[config.mk]
export PLATFORM = sky130hd
export DESIGN_NAME = cpu_ctrl
export DESIGN_NICKNAME = d
export VERILOG_FILES = /design/src/rtl/cpu_ctrl.sv
export SDC_FILE = /design/constraint.sdc
export NUM_CORES = 1
export LEC_CHECK = 0
export CORE_AREA = 5 5 151 153
export CTS_CLUSTER_SIZE = 30
export DETAILED_ROUTE_END_ITERATION = 7
export DIE_AREA = 0 0 156 158
export GPL_TIMING_DRIVEN = 0
export MAX_ROUTING_LAYER = met4
export PLACE_DENSITY = 0.87
export SYNTH_ARGS = -nofsm -noshare
export SYNTH_HDL_FRONTEND = slang
export SYNTH_SLANG_ARGS = --single-unit
[constraint.sdc]
create_clock -name clk -period 7.5 [get_ports clk]
set_clock_uncertainty 0.15 [all_clocks]
set_input_delay 1.875 -clock clk [delete_from_list [all_inputs] [get_ports clk]]
set_output_delay 1.875 -clock clk [all_outputs]
set_load 0.05 [all_outputs]
[src/rtl/cpu_ctrl.sv]
// cpu_ctrl: multi-cycle RV32I sequencer.
// Owns the PC and the instruction fetch. Each instruction walks through
// FETCH, DECODE, EXECUTE, optional MEM and WRITE_BACK. Both memory ports use a
// req/ack handshake that tolerates any number of wait states. Illegal
// instructions, non-word loads/stores and misaligned data or jump targets
// park the core in HALT with a sticky trap until the next reset.
module cpu_ctrl #(
  parameter int unsigned     XLEN     = 32,
  parameter logic [XLEN-1:0] RESET_PC = '0
) (
  input  logic            clk,
  input  logic            rst,
  output logic            imem_req,
  output logic [XLEN-1:0] imem_addr,
  input  logic            imem_ack,
  input  logic [31:0]     imem_rdata,
  output logic [31:0]     insn,
  input  logic            invalid,
  output logic            rf_rden,
  output logic            rf_wren,
  input  logic [XLEN-1:0] rs2_val,
  input  logic [XLEN-1:0] alu_out,
  input  logic            br_taken,
  output logic            dmem_req,
  output logic            dmem_we,
  output logic [XLEN-1:0] dmem_addr,
  output logic [XLEN-1:0] dmem_wdata,
  input  logic            dmem_ack,
  input  logic [XLEN-1:0] dmem_rdata,
  output logic [XLEN-1:0] wb_data,
  output logic [XLEN-1:0] pc,
  output logic            retire,
  output logic            trap
);

  // Major opcodes, insn[6:2]
  localparam logic [4:0] OPC_LOAD   = 5'b00000;
  localparam logic [4:0] OPC_OPIMM  = 5'b00100;
  localparam logic [4:0] OPC_AUIPC  = 5'b00101;
  localparam logic [4:0] OPC_STORE  = 5'b01000;
  localparam logic [4:0] OPC_OP     = 5'b01100;
  localparam logic [4:0] OPC_LUI    = 5'b01101;
  localparam logic [4:0] OPC_BRANCH = 5'b11000;
  localparam logic [4:0] OPC_JALR   = 5'b11001;
  localparam logic [4:0] OPC_JAL    = 5'b11011;

  // Only word accesses are supported
  localparam logic [2:0] F3_WORD = 3'b010;

  typedef enum logic [2:0] {
    IDLE,
    FETCH,
    DECODE,
    EXECUTE,
    MEM,
    WRITE_BACK,
    HALT
  } state_t;

  state_t state;
  state_t state_nxt;

  // Working registers
  logic [XLEN-1:0] x_val;
  logic            taken;
  logic [XLEN-1:0] store_data;
  logic [XLEN-1:0] load_data;

  // Load enables produced by the sequencer
  logic insn_ld;
  logic exec_ld;
  logic load_ld;
  logic pc_ld;

  // Instruction field decode
  logic [4:0] opcode;
  logic [2:0] funct3;
  logic [4:0] rd;
  logic       is_load;
  logic       is_store;
  logic       is_mem;
  logic       is_branch;
  logic       is_jal;
  logic       is_jalr;
  logic       writes_rd;
  logic       bad_mem_width;

  // Next-PC path
  logic [XLEN-1:0] pc_plus4;
  logic [XLEN-1:0] pc_nxt;
  logic            target_misaligned;
  logic            data_misaligned;

  // B-type immediate, sign-extended to XLEN
  function automatic logic [XLEN-1:0] imm_b(input logic [31:0] i);
    logic signed [12:0] imm;
    imm = {i[31], i[7], i[30:25], i[11:8], 1'b0};
    return {{(XLEN-13){imm[12]}}, imm};
  endfunction

  // J-type immediate, sign-extended to XLEN
  function automatic logic [XLEN-1:0] imm_j(input logic [31:0] i);
    logic signed [20:0] imm;
    imm = {i[31], i[19:12], i[20], i[30:21], 1'b0};
    return {{(XLEN-21){imm[20]}}, imm};
  endfunction

  assign opcode    = insn[6:2];
  assign funct3    = insn[14:12];
  assign rd        = insn[11:7];
  assign is_load   = (opcode == OPC_LOAD);
  assign is_store  = (opcode == OPC_STORE);
  assign is_mem    = is_load || is_store;
  assign is_branch = (opcode == OPC_BRANCH);
  assign is_jal    = (opcode == OPC_JAL);
  assign is_jalr   = (opcode == OPC_JALR);

  assign bad_mem_width = is_mem && (funct3 != F3_WORD);

  // Register-writing classes; x0 is never written
  assign writes_rd = (rd != 5'd0) &&
                     ((opcode == OPC_OP)    || (opcode == OPC_OPIMM) ||
                      (opcode == OPC_LUI)   || (opcode == OPC_AUIPC) ||
                      is_load || is_jal || is_jalr);

  assign data_misaligned   = (x_val[1:0] != 2'b00);
  assign target_misaligned = (pc_nxt[1:0] != 2'b00);

  assign imem_addr  = pc;
  assign dmem_addr  = x_val;
  assign dmem_wdata = store_data;

  // Next-PC selection; all additions wrap modulo 2^XLEN
  always_comb begin
    pc_plus4 = pc + XLEN'(4);
    pc_nxt   = pc_plus4;
    if (is_jal) begin
      pc_nxt = pc + imm_j(insn);
    end else if (is_jalr) begin
      pc_nxt = x_val & ~XLEN'(1);
    end else if (is_branch && taken) begin
      pc_nxt = pc + imm_b(insn);
    end
  end

  // Sequencer state register
  always_ff @(posedge clk or negedge rst) begin
    if (!rst) begin
      state <= IDLE;
    end else begin
      state <= state_nxt;
    end
  end

  // Sequencer next-state, handshakes and per-state strobes
  always_comb begin
    state_nxt = state;
    imem_req  = 1'b0;
    rf_rden   = 1'b0;
    rf_wren   = 1'b0;
    dmem_req  = 1'b0;
    dmem_we   = 1'b0;
    retire    = 1'b0;
    trap      = 1'b0;
    wb_data   = '0;
    insn_ld   = 1'b0;
    exec_ld   = 1'b0;
    load_ld   = 1'b0;
    pc_ld     = 1'b0;

    case (state)
      IDLE: begin
        state_nxt = FETCH;
      end

      FETCH: begin
        imem_req = 1'b1;
        if (imem_ack) begin
          insn_ld   = 1'b1;
          state_nxt = DECODE;
        end
      end

      DECODE: begin
        rf_rden = 1'b1;
        if (invalid || bad_mem_width) begin
          state_nxt = HALT;
        end else begin
          state_nxt = EXECUTE;
        end
      end

      EXECUTE: begin
        exec_ld   = 1'b1;
        state_nxt = is_mem ? MEM : WRITE_BACK;
      end

      MEM: begin
        // A misaligned address never reaches the data bus
        if (data_misaligned) begin
          state_nxt = HALT;
        end else begin
          dmem_req = 1'b1;
          dmem_we  = is_store;
          if (dmem_ack) begin
            load_ld   = 1'b1;
            state_nxt = WRITE_BACK;
          end
        end
      end

      WRITE_BACK: begin
        // A misaligned target faults without retiring or writing rd
        if (target_misaligned) begin
          state_nxt = HALT;
        end else begin
          retire  = 1'b1;
          pc_ld   = 1'b1;
          rf_wren = writes_rd;
          if (is_load) begin
            wb_data = load_data;
          end else if (is_jal || is_jalr) begin
            wb_data = pc_plus4;
          end else begin
            wb_data = x_val;
          end
          state_nxt = FETCH;
        end
      end

      HALT: begin
        trap = 1'b1;
      end

      default: begin
        state_nxt = IDLE;
      end
    endcase
  end

  // Architectural state visible after reset: PC, latched instruction, result
  always_ff @(posedge clk or negedge rst) begin
    if (!rst) begin
      pc    <= RESET_PC;
      insn  <= '0;
      x_val <= '0;
    end else begin
      if (insn_ld) begin
        insn <= imem_rdata;
      end
      if (exec_ld) begin
        x_val <= alu_out;
      end
      if (pc_ld) begin
        pc <= pc_nxt;
      end
    end
  end

  // Operand captures that are always written before being used
  always_ff @(posedge clk) begin
    if (exec_ld) begin
      taken      <= br_taken;
      store_data <= rs2_val;
    end
    if (load_ld) begin
      load_data <= dmem_rdata;
    end
  end

endmodule

=== Yosys cells after proc, flatten, opt, wreduce, memory -nomap -nowiden ===
Index checks and enable logic that the tools add are counted.

* Bits in read-only memories: 0
* Bits in registers: 164
* RAM bits: 0
* Latch bits: 0
* Output and inout bits: 199
* Input bits: 134
* Logic and storage cells: 77
* Memories kept: 0

* Div/mod/pow operators: 0
* Bitwise gates (word level): 1
* Shift-type cells: 0
* Equality and inequality tests: 17
* Reduce and logical (&&, ||, !) cells: 18
* Multiplexer cells: 31
* Order comparisons: 0
* Multiply operators: 0
* Add/sub/neg operators: 3

{| class="wikitable"
|+ Operators with widths
! kind !! count
|-
| 32-bit 2-to-1 mux || 7
|-
| 32-bit adder || 2
|-
| 32-bit by 3-bit adder with 32-bit output (second input constant) || 1
|-
| 3-bit one-hot mux with 7 select lines || 1
|-
| 1-bit 2-to-1 mux || 18
|-
| 5-bit by 4-bit == test with 1-bit output (second input constant) || 3
|-
| 5-bit == test (second input constant) || 3
|-
| 3-bit 2-to-1 mux || 5
|-
| 5-bit by 3-bit == test with 1-bit output (second input constant) || 2
|-
| 3-bit == test (second input constant) || 3
|-
| 1-bit logical OR || 9
|-
| 3-bit by 2-bit == test with 1-bit output (second input constant) || 2
|-
| 5-bit zero test || 1
|-
| 5-bit nonzero test || 1
|-
| 2-bit nonzero test || 2
|-
| 3-bit by 1-bit == test with 1-bit output (second input constant) || 1
|-
| 1-bit logical AND || 3
|-
| 3-bit zero test || 1
|-
| 3-bit by 2-bit != test with 1-bit output (second input constant) || 1
|-
| 3-bit != test (second input constant) || 1
|-
| 3-bit AND reduction || 1
|-
| 2-bit != test (second input constant) || 1
|-
| 1-bit inverter || 1
|}

=== Logic depth before layout (Yosys ltp) ===
Gate-level depths: netlist (run 1).

* Depth after elaboration: 10
* Gate-level depth with buffers: 12
* Gate-level depth less buffers: 12

=== Worst setup path before layout (run 1) ===
Ideal clock, no wire load.

* Path kind: register to output
* From: register pc[2], in the netlist imem_addr[2]
* To: output port wb_data[18]
* Data arrival time: 3.367 ns
* Cell stages (with the launch flop): 7
* Required time: 5.475 ns
* Path buffers: 0
* Setup slack: 2.108 ns
* Path through: dfrtp_1 ha_1 inv_1 or4_4 or2_2 xnor2_1 a211oi_1

* Cells in the longest elaborated chain, start to end: 5

{| class="wikitable"
|+ Ends and longest elaborated chain
! element !! line !! text
|-
| start: declaration || 31 || <nowiki>output logic [XLEN-1:0] pc,</nowiki>
|-
| start signal: assignment || 255 || <nowiki>pc <= pc_nxt;</nowiki>
|-
| 32-bit by 3-bit adder with 32-bit output || 135 || <nowiki>pc_plus4 = pc + XLEN'(4);</nowiki>
|-
| 32-bit 2-to-1 mux || 222 || <nowiki>end else if (is_jal || is_jalr) begin</nowiki>
|-
| 32-bit 2-to-1 mux || 220 || <nowiki>if (is_load) begin</nowiki>
|-
| 32-bit 2-to-1 mux || 214 || <nowiki>if (target_misaligned) begin</nowiki>
|-
| 32-bit 2-to-1 mux || 171 || <nowiki>case (state)</nowiki>
|-
| end: declaration || 30 || <nowiki>output logic [XLEN-1:0] wb_data,</nowiki>
|}

Every way passes these cells.

=== Final worst setup path (run 1) ===
* From: register insn[3]
* To: output port wb_data[22]

* Cells in the longest elaborated chain, start to end: 8
* Elaborated cells between the ends (all ways): 14
* Classes of those cells: 3 x eq/ne; 7 x mux; 4 x reduce/logical

{| class="wikitable"
|+ Ends and longest elaborated chain
! element !! line !! text
|-
| start: declaration || 17 || <nowiki>output logic [31:0] insn,</nowiki>
|-
| start signal: assignment || 249 || <nowiki>insn <= imem_rdata;</nowiki>
|-
| 5-bit == test || 114 || <nowiki>assign is_branch = (opcode == OPC_BRANCH);</nowiki>
|-
| 1-bit logical AND || 141 || <nowiki>end else if (is_branch && taken) begin</nowiki>
|-
| 32-bit 2-to-1 mux || 141 ||
|-
| 32-bit 2-to-1 mux || 139 || <nowiki>end else if (is_jalr) begin</nowiki>
|-
| 32-bit 2-to-1 mux || 137 || <nowiki>if (is_jal) begin</nowiki>
|-
| 2-bit nonzero test || 127 || <nowiki>assign target_misaligned = (pc_nxt[1:0] != 2'b00);</nowiki>
|-
| 32-bit 2-to-1 mux * || 214 ||
|-
| 32-bit 2-to-1 mux * || 171 ||
|}

Mark *: on every way between the ends. The rest lies on a longest branch, timed or not.

==> out/qor.yml, run 1 <==
outcome: "finished clean"
rows: 54
clockBufferDepth: 2
antenna_found_initial: 3
start_util_pct: 51.0
drive_above_1_share_pct: 10.5
synth_cell_types: 84
synthMuxAreaShare_pct: 4.57
crit_arrival_ns: 4.43
cts_inserted_buffers: 17
crit_path_max_fanout: 10
hold_path_depth: 1
setup_violations: 0
hp-start: "insn[0]$_DFFE_PN0P_"
maxCapViolations: 0
grt_pass1_wl_mm: 65.1
routed_wl_mm: 43.6
drc: 0
fmax_ghz: 0.155
final_util_pct: 71.3
hold_class: "reg -> reg"
synthSimpleGateAreaFrac_pct: 17.8
ctsHoldBuffers: 0
path_clk_slew_ns: 0.08
ys_seq_area_share_pct: 40.5
final_hold_viol_count: 0
p_seq_share_pct: 20.8
synth_top_flop_cell: "dfrtp_1"
final_nets: 1724
synth-edff-count: 65
r2r-start: "insn[31]$_DFFE_PN0P_"
die_w_um: 156
final.setup.tns_ns: 0
htree_levels: 4
final_common_cell: "clkdlybuf4s50_1"
drtIter0Drc: 1338
gp_congestion: 0.994
synth-xor-area-share_pct: 5.29
grt_pass1_vias: 11096
intPower_w: 0.00370
crit_path_end_kind: "output pin"
ir_drop_v: 0.000351
cts_tree: "done"
ff2ff_setup_slack_ns: 3.73
yosys.area_share.adder_pct: 5.40
syn_nets: 1371
ys_warn_count: 0
synth_compound_area_share_pct: 19.6
synth_top_family_by_area: "compound AO/OA/AOI/OAI gates"
holdPathEnd: "insn[0]$_DFFE_PN0P_"
grt_use_total_pct: 35.7
drtPass1Iterations: 6
cts_post_setup_buffers_inserted: 0
worst-setup-path-type: "reg -> out"
worst_r2r_path_depth: 11
r2r-end: "imem_addr[30]$_DFFE_PN0P_"
ys_async_sr_fraction_pct: 60.4
port_buffers: 332
syn_area_sq_um: 10900
cts_root_buf: "clkbuf_16"
synthCells: 1191
clkSinkCount: 164
worst_pin_slew_ns: 0.911
route.vias.total: 11342
powerDensity_nw_per_um2: 537
finalCritPeriodShare_pct: 86.0
crit_required_ns: 5.48
drtAntennaViolNets: 0
drv_slew: 0
core_sq_um: 21400
layout_min_cycle_time_ns: 6.45
p_switching_w: 0.00450
syn2layout_area_growth_pct: 39.8
swShare_pct: 54.9
ios: 333
ctsResizeCount: 0
synth-seq-cells: 164
clk_latency_ns: 0.45
rsz0062_at_grt: "false"
clock_power_share_pct: 11.3
avgRoutedWirePerCell_um: 23.7
viasPerCell: 6.16
p_leak_nw: 6.11
post-dp-hpwl_mm: 32.9
syn_avg_cell_area_sq_um: 9.18
cp-start-kind: "flop"
die-area_sq_um: 24600
final_cell_mix: "clkdlybuf4s50_1, nand2_1, nor2_1, dfrtp_1, a21oi_1"
combPwrFrac_pct: 67.9
fp.dieH_um: 158
overflow: 0
max_slew_margin_pct: 39.3
grt_max_degree: 64
==> per-layer routing <==
metal	vias up	share of wire, %	global-route usage (%)
li1	4996	-	-
met1	5392	37	44.3
met2	818	47	56.5
met5	-	0	-
met4	0	4.1	15.0
met3	136	12	8.04
==> cell type report <==
cell class	instances	area, sq um
Timing Repair Buffer	334	3370
Multi-Input combinational cell	898	5750
Buffer	102	647
Tap cell	280	350
Sequential cell	164	4430
Inverter	27	101
Antenna cell	3	7.51
Clock buffer	17	425
Fill cell	1607	6140
Clock inverter	15	191
==> power by group through the flow <==
| stage | Combinational, W | Sequential (W) | Clock [W] |
|---|---|---|---|
| finish | 0.00557 | 0.00171 | 0.000927 |
| global route | 0.00590 | 0.00174 | 0.000961 |
| CTS | 0.00550 | 0.00169 | 0.000923 |
| detailed placement | 0.00546 | 0.00170 | 0 |
| global placement | 0.00539 | 0.00169 | 0 |
| floorplan | 0.00293 | 0.00247 | 0 |
==> critical path, stage by stage, from the launching register on <==
cell,delay (ns)
dfrtp_1,0.41
clkbuf_1,0.34
nor4_1,0.82
nand2b_1,0.19
buf_1,0.31
nand2_1,0.42
o22ai_1,0.16
nor3_1,0.43
clkdlybuf4s50_1,0.90
==> worst max-delay path by stage <==
stage / start / to / slack [ns] / cells after the start
2_1_floorplan: imem_addr[2]$_DFFE_PN0P_ / wb_data[18] / 2.11 / 6
4_1_cts: insn[3]$_DFFE_PN0P_ / wb_data[22] / 1.18 / 8
3_3_place_gp: rst / dmem_addr[23]$_DFFE_PN0P_ / 0.37 / 1
5_1_grt: insn[3]$_DFFE_PN0P_ / wb_data[22] / 1.02 / 8
6_report: insn[3]$_DFFE_PN0P_ / wb_data[22] / 1.05 / 8
3_5_place_dp: insn[3]$_DFFE_PN0P_ / wb_data[22] / 1.69 / 8
==> registers in the layout (all words and copies together) (netlist names) <==
signal,cells
dmem_wdata,32
imem_addr,32
load_data,32
state,3
dmem_addr,32
insn,32
taken,1
==> Yosys cell counts (7+ instances only) <==
library cell | number | area [sq um]
nor2b_1 | 9 | 56.3
o211ai_1 | 12 | 90.1
mux2i_1 | 15 | 150
and2_1 | 7 | 43.8
mux2_2 | 31 | 349
nand4_1 | 15 | 93.8
nor2_1 | 105 | 394
nand2_1 | 191 | 717
o21ai_0 | 55 | 275
ha_1 | 44 | 551
o21bai_1 | 7 | 52.6
xnor2_1 | 35 | 307
a221oi_1 | 14 | 123
o22ai_1 | 13 | 81.3
a211oi_1 | 13 | 97.6
buf_2 | 15 | 75.1
clkbuf_1 | 35 | 131
xor2_1 | 31 | 272
and3_1 | 10 | 62.6
dfrtp_1 | 99 | 2480
buf_4 | 36 | 270
a22oi_1 | 17 | 128
nor3_1 | 19 | 95.1
nand2b_1 | 11 | 68.8
inv_1 | 25 | 93.8
buf_6 | 7 | 78.8
nand3_1 | 25 | 125
a31oi_1 | 8 | 50.1
edfxtp_1 | 65 | 1950
a21oi_1 | 85 | 425
a21o_1 | 15 | 113
==> cells by family after synthesis <==
logic type | Yosys count
AOI/OAI and AO/OA | 312
xor gates and xnor gates | 66
adders and majority gates | 46
buffers and inverters | 129
DFF | 164
muxes | 46
and+or+nand+nor | 428
==> through the flow <==
stage | power (W) | worst slack (ns) | instance area, sq um | hold slack (ns) | std cells
floorplan | 0.00540 | 2.11 | 10900 | 0.527 | 1191
global placement | 0.00708 | 0.367 | 14600 | 0.340 | 1803
detailed placement | 0.00716 | 1.69 | 14600 | 0.359 | 1805
CTS | 0.00811 | 1.18 | 15300 | 0.377 | 1837
global route | 0.00860 | 1.02 | 15300 | 0.394 | 1840
finish | 0.00820 | 1.05 | 15300 | 0.371 | 1840
No activity file was read; power rests on OpenSTA's default activity.
==> run 2: changes to the inputs <==
- TNS_END_PERCENT: not set -> 100
==> results of run 2 <==
Same layout as run 1: the final DEF is identical, and so are final timing and power.
